==> config.mk <==
export PLATFORM = sky130hd
export DESIGN_NAME = sst_seq
export DESIGN_NICKNAME = d
export VERILOG_FILES = /design/src/rtl/sst_pkg.sv /design/src/rtl/sst_tmo.sv /design/src/rtl/sst_seq.sv
export SDC_FILE = /design/constraint.sdc
export NUM_CORES = 1
export LEC_CHECK = 0
export ABC_AREA = 1
export BUFFER_PORTS_ARGS = -buffer_cell sky130_fd_sc_hd__buf_4
export CELL_PAD_IN_SITES_DETAIL_PLACEMENT = 1
export CELL_PAD_IN_SITES_GLOBAL_PLACEMENT = 2
export CORE_MARGIN = 2
export CORE_UTILIZATION = 29
export DETAILED_ROUTE_END_ITERATION = 7
export PLACE_DENSITY = 0.81
export SKIP_CTS_REPAIR_TIMING = 1
export SYNTH_ARGS = -nofsm -noshare
export SYNTH_HDL_FRONTEND = slang
export SYNTH_HIERARCHICAL = 1
export SYNTH_SLANG_ARGS = --single-unit
export TNS_END_PERCENT = 50
==> constraint.sdc <==
create_clock -name cpu_m2 -period 2.67 [get_ports cpu_m2]
set_clock_uncertainty 0.15 [all_clocks]
set_input_delay 0 -clock cpu_m2 [delete_from_list [all_inputs] [get_ports cpu_m2]]
set_output_delay 0 -clock cpu_m2 [all_outputs]
set_load 0.01 [all_outputs]
==> src/rtl/sst_pkg.sv <==
// sst_pkg: shared state encoding, direction constants and register-address type
//   for the save-state sequencer and its helpers.
package sst_pkg;

    typedef enum logic [2:0] {
        IDLE,
        S_ADDR,
        S_CAP,
        S_WAIT,
        R_REQ,
        R_WAIT,
        R_WR,
        FIN
    } sst_seq_st_t;

    localparam logic SST_SAVE    = 1'b0;
    localparam logic SST_RESTORE = 1'b1;

    typedef logic [7:0] sst_reg_t;

endpackage

==> src/rtl/sst_tmo.sv <==
// sst_tmo: wait-cycle counter that flags the cycle in which the TMO-th wait elapses.
//   clk  in  block clock, counts on falling edge
//   rst  in  synchronous active-high reset
//   clr  in  reload the count to zero (issued on entry to a wait state)
//   en   in  a wait cycle is elapsing
//   tc   out this wait cycle is the TMO-th one
module sst_tmo #(
    parameter int TMO = 1023
) (
    input  logic clk,
    input  logic rst,
    input  logic clr,
    input  logic en,
    output logic tc
);

    localparam int W = $clog2(TMO + 1);

    logic [W-1:0] cnt;

    assign tc = en && cnt == W'(TMO - 1);

    always_ff @(negedge clk) begin
        if (rst || clr)
            cnt <= '0;
        else if (en)
            cnt <= cnt + 1'b1;
    end

endmodule

==> src/rtl/sst_seq.sv <==
// sst_seq: save-state sequencer, initiator on the mapper save-state register bus.
//   SAVE walks REG_FIRST..REG_LAST, reading each register and writing it to snapshot
//   memory; RESTORE reads memory and writes each value back over the register bus.
//   cpu_m2      in  block clock, all state changes on its falling edge
//   map_rst     in  synchronous active-high reset
//   cmd_start   in  start pulse, accepted only when idle
//   cmd_restore in  direction sampled with cmd_start (0 save, 1 restore)
//   cmd_abort   in  terminate the current operation
//   busy, done, err, sst_act      out status / save-state mode
//   sst_addr, sst_we_reg, sst_dato out register bus, sst_di in read data
//   mem_addr, mem_we, mem_re, mem_dout out memory request, mem_din/mem_rdy in
import sst_pkg::*;

module sst_seq #(
    parameter int REG_FIRST = 0,
    parameter int REG_LAST  = 255,
    parameter int MEM_AW    = 16,
    parameter int MEM_BASE  = 0,
    parameter int TMO       = 1023
) (
    input  logic              cpu_m2,
    input  logic              map_rst,
    input  logic              cmd_start,
    input  logic              cmd_restore,
    input  logic              cmd_abort,
    output logic              busy,
    output logic              done,
    output logic              err,
    output logic              sst_act,
    output logic [7:0]        sst_addr,
    output logic              sst_we_reg,
    output logic [7:0]        sst_dato,
    input  logic [7:0]        sst_di,
    output logic [MEM_AW-1:0] mem_addr,
    output logic              mem_we,
    output logic              mem_re,
    output logic [7:0]        mem_dout,
    input  logic [7:0]        mem_din,
    input  logic              mem_rdy
);

    localparam sst_reg_t FIRST = sst_reg_t'(REG_FIRST);
    localparam sst_reg_t LAST  = sst_reg_t'(REG_LAST);

    sst_seq_st_t state;
    sst_reg_t    idx;
    sst_reg_t    nxt;
    logic        last;
    logic        tmo_tc;

    function automatic logic [MEM_AW-1:0] maddr(input sst_reg_t i);
        return MEM_AW'(MEM_BASE + int'(i) - REG_FIRST);
    endfunction

    assign nxt  = idx + 8'd1;
    assign last = idx == LAST;

    // Count reloads while in the request cycle, so it reads zero on entering a wait state.
    sst_tmo #(.TMO(TMO)) u_tmo (
        .clk (cpu_m2),
        .rst (map_rst),
        .clr (state == S_CAP || state == R_REQ),
        .en  ((state == S_WAIT || state == R_WAIT) && !mem_rdy),
        .tc  (tmo_tc)
    );

    // Outputs are registered as state-entry actions: mem_we is already high in S_CAP
    // and mem_re in R_REQ, so a responder answering the following cycle keeps the
    // loop at three cycles per register.
    always_ff @(negedge cpu_m2) begin
        if (map_rst) begin
            state      <= IDLE;
            idx        <= FIRST;
            busy       <= 1'b0;
            done       <= 1'b0;
            err        <= 1'b0;
            sst_act    <= 1'b0;
            sst_addr   <= '0;
            sst_we_reg <= 1'b0;
            sst_dato   <= '0;
            mem_addr   <= '0;
            mem_we     <= 1'b0;
            mem_re     <= 1'b0;
            mem_dout   <= '0;
        end else begin
            done <= 1'b0;
            if (state != IDLE && cmd_abort) begin
                state      <= IDLE;
                idx        <= FIRST;
                busy       <= 1'b0;
                sst_act    <= 1'b0;
                sst_we_reg <= 1'b0;
                mem_we     <= 1'b0;
                mem_re     <= 1'b0;
            end else begin
                case (state)
                    IDLE: if (cmd_start) begin
                        err      <= 1'b0;
                        busy     <= 1'b1;
                        sst_act  <= 1'b1;
                        idx      <= FIRST;
                        sst_addr <= FIRST;
                        mem_addr <= maddr(FIRST);
                        mem_re   <= cmd_restore == SST_RESTORE;
                        state    <= cmd_restore == SST_RESTORE ? R_REQ : S_ADDR;
                    end
                    // sst_addr has been stable for this whole cycle; take the read value.
                    S_ADDR: begin
                        mem_dout <= sst_di;
                        mem_we   <= 1'b1;
                        state    <= S_CAP;
                    end
                    S_CAP: state <= S_WAIT;
                    S_WAIT: if (mem_rdy) begin
                        mem_we <= 1'b0;
                        if (last) begin
                            done  <= 1'b1;
                            state <= FIN;
                        end else begin
                            idx      <= nxt;
                            sst_addr <= nxt;
                            mem_addr <= maddr(nxt);
                            state    <= S_ADDR;
                        end
                    end else if (tmo_tc) begin
                        err     <= 1'b1;
                        mem_we  <= 1'b0;
                        busy    <= 1'b0;
                        sst_act <= 1'b0;
                        idx     <= FIRST;
                        state   <= IDLE;
                    end
                    R_REQ: state <= R_WAIT;
                    R_WAIT: if (mem_rdy) begin
                        sst_dato   <= mem_din;
                        mem_re     <= 1'b0;
                        sst_we_reg <= 1'b1;
                        state      <= R_WR;
                    end else if (tmo_tc) begin
                        err     <= 1'b1;
                        mem_re  <= 1'b0;
                        busy    <= 1'b0;
                        sst_act <= 1'b0;
                        idx     <= FIRST;
                        state   <= IDLE;
                    end
                    R_WR: begin
                        sst_we_reg <= 1'b0;
                        if (last) begin
                            done  <= 1'b1;
                            state <= FIN;
                        end else begin
                            idx      <= nxt;
                            sst_addr <= nxt;
                            mem_addr <= maddr(nxt);
                            mem_re   <= 1'b1;
                            state    <= R_REQ;
                        end
                    end
                    FIN: begin
                        busy    <= 1'b0;
                        sst_act <= 1'b0;
                        idx     <= FIRST;
                        state   <= IDLE;
                    end
                    default: state <= IDLE;
                endcase
            end
        end
    end

endmodule
==> summary.md <==
| Metric | Value |
|---|---|
| WHS | `0.2939 ns` |
| PortBufs | `60` |
| Synth area leaders | `dfxtp_1, nand2_1, a21oi_1` |
| Compound-gate portion of the synthesized area | `0.1443` |
| Wire length per cell | `12.51 um` |
| Power Dens Cells | `770.6 nW/um2` |
| Core ar. | `9240 um2` |
| GP Congestion | `0.8237` |
| Clk Latency, worst-skew pair | `0.38 ns` |
| Final Hold Vio Count | `0` |
| Outcome | `completed` |
| Startpoint type of the worst setup path | `primary input` |
| CTS tree | `yes` |
| Reg2reg start | `state[2]` |
| Detail Route Antenna Nets | `0` |
| Synth area leader | `dfxtp_1` |
| Largest net degree at the start of global routing | `17` |
| CP Max Fanout | `5` |
| CP endpoint kind | `flop` |
| Worst hold path class | `reg2reg` |
| Tot GR Track Use | `0.1489` |
| Cell variety after synth | `38` |
| Slew @ Worst Pin | `0.5746 ns` |
| Antenna diodes | `0` |
| Residual DRC count | `0` |
| Sequential share of the synthesized area | `0.3681` |
| Total Wirelength | `7755 um` |
| Boundary Pins | `69` |
| Commonest non-fill, non-tap cell in the layout | `inv_1` |
| Yosys warning total | `6` |
| Mapped Area | `2774 um2` |
| Detailed Routing Iterations Pass 1 | `4` |
| Peak supply drop | `0.2401 mV` |
| First DRT Iteration DRCs | `54` |
| Vias per inst | `4.535` |
| Post-Layout Inst Area | `3585 um2` |
| Final setup fails | `0` |
| Cells after Synth | `382` |
| Yosys reg bits | `51` |
| Initial Util | `0.3002` |
| Die width | `101.8 um` |
| Hpwl dp | `5863 um` |
| Die area | `10360 um2` |
| Leak | `0.001770 uW` |
| Share of post-route cells with drive strength above 1 | `0.2587` |
| Crit path kind | `in2reg` |
| Area Overhead vs Synth | `29.23%` |
| Largest family of logic cells by synthesized area | `simple AND/OR/NAND/NOR gates` |
| Leading cell types in the layout, fill and taps excluded | `inv_1, nand2_1, buf_4` |
| Share of the synthesized area in the top cell type | `0.3681` |
| Die height | `101.8 um` |
| Row cnt | `35` |
| Antenna violations before repair | `0` |
| Vias in the first global route | `2839` |
| Max reg flops | `10` |
| Worst Path Arrival | `1.29 ns` |
| Min-delay src | `mem_dout[6]` |
| Syn avg cell area | `7.262 um2` |
| Max-cap viol count | `0` |
| H-tree level count | `2` |
| CP required | `1.48 ns` |
| RSZ-0062 raised after global routing | `no` |
| Grt ovf | `0` |
| Biggest register | `u_tmo/cnt` |
| Final nets | `515` |
| Fillers | `1192` |
| Synth Area in Adders | `0.01353` |
| Global-route wire length before repair | `12560 um` |
| Clock Pin Slew Worst Setup and Hold Paths | `0.04 ns` |
| Clock net sink count | `51` |
| Inserted Clock Buffers | `5` |
| Post-synthesis simple-gate area fraction | `0.3293` |
| Final Util | `0.3879` |
| Xor/xnor share of the synthesized area | `0.006315` |
| Mux contribution to synthesized area | `0` |
| Clock Root Buffer | `clkbuf_8` |
| Crit path launch | `mem_rdy` |
| Slew headroom | `0.6164` |
| Final Slew Violations | `0` |
| Post-Place Cell Area | `3299 um2` |
| CTS max path bufs | `2` |
| Vias | `2812` |
through the flow:
stage	power, uW	setup WS [ns]	std cells	TNS, ns
after global placement	2109	-0.1550	562	-1.267
after global routing	3041	0.03017	620	0
after floorplan	1805	0.007567	389	0
final	2763	0.1934	620	0
after detailed placement	2136	-0.2154	562	-1.916
after CTS	2839	0.1425	619	0
critical path: stages:
cell     delay [ns]
buf_4          0.12
a21oi_2        0.12
nand4_1        0.15
nor4_4         0.32
inv_2          0.09
o21ai_0        0.28
nand2_1        0.10
a21oi_1        0.12
layout make-up:
| type | instances | area, um2 | share of cell area |
|---|---|---|---|
| clock buffer | 5 | 68.82 | 0.01920 |
| clock inverter | 54 | 214.0 | 0.05969 |
| inverter | 41 | 173.9 | 0.04852 |
| multi-input combinational | 270 | 1420 | 0.3962 |
| sequential | 51 | 1021 | 0.2848 |
| tap | 129 | 161.4 | 0.04503 |
| timing repair buffer | 70 | 525.5 | 0.1466 |
synthesized netlist by cell type (all sizes together):
cell type / n
clkbuf: 1
o21ai: 31
nand4: 4
o21bai: 1
conb: 1
ha: 3
nand2: 90
a31oi: 1
a21o: 1
nor4: 1
a21oi: 37
a31o: 1
xor2: 2
nand3: 27
buf: 24
or2: 3
dfxtp: 51
a221oi: 1
clkinv: 2
inv: 41
nor2: 51
nand3b: 2
nor3: 6
power breakdown:
group	total (uW)	switching [uW]	internal, uW
registers	997	105	892
logic	991	583	409
clock network	774	485	289
logic make-up (layout without fill, tap and decap cells):
logic type                 count (synthesis)  after routing
adders and majority gates                  3              3
AOI/OAI and AO/OA                         73             73
buffers and inverters                     68            170
other                                      1              8
DFF                                       51             51
xor gates and xnor gates                   2              2
and+or+nand+nor                          184            184
per-layer routing:
layer / vias up / global-route usage / share of wire
met4: 0 / 0.06445 / 0.010
met2: 81 / 0.2353 / 0.48
met5: - / 0 / 0
li1: 1422 / - / -
met3: 10 / 0.05659 / 0.068
met1: 1299 / 0.1803 / 0.44
final timing paths:
| kind | cells past startpoint | slack, ns | end |
|---|---|---|---|
| worst max-delay path | 8 | 0.19 | err |
| worst min-delay path | 2 | 0.29 | mem_dout[6] |
| worst max register to register | 8 | 0.29 | err |
| worst min register to register | 2 | 0.29 | mem_dout[6] |
(Power assumes the default switching activity.)
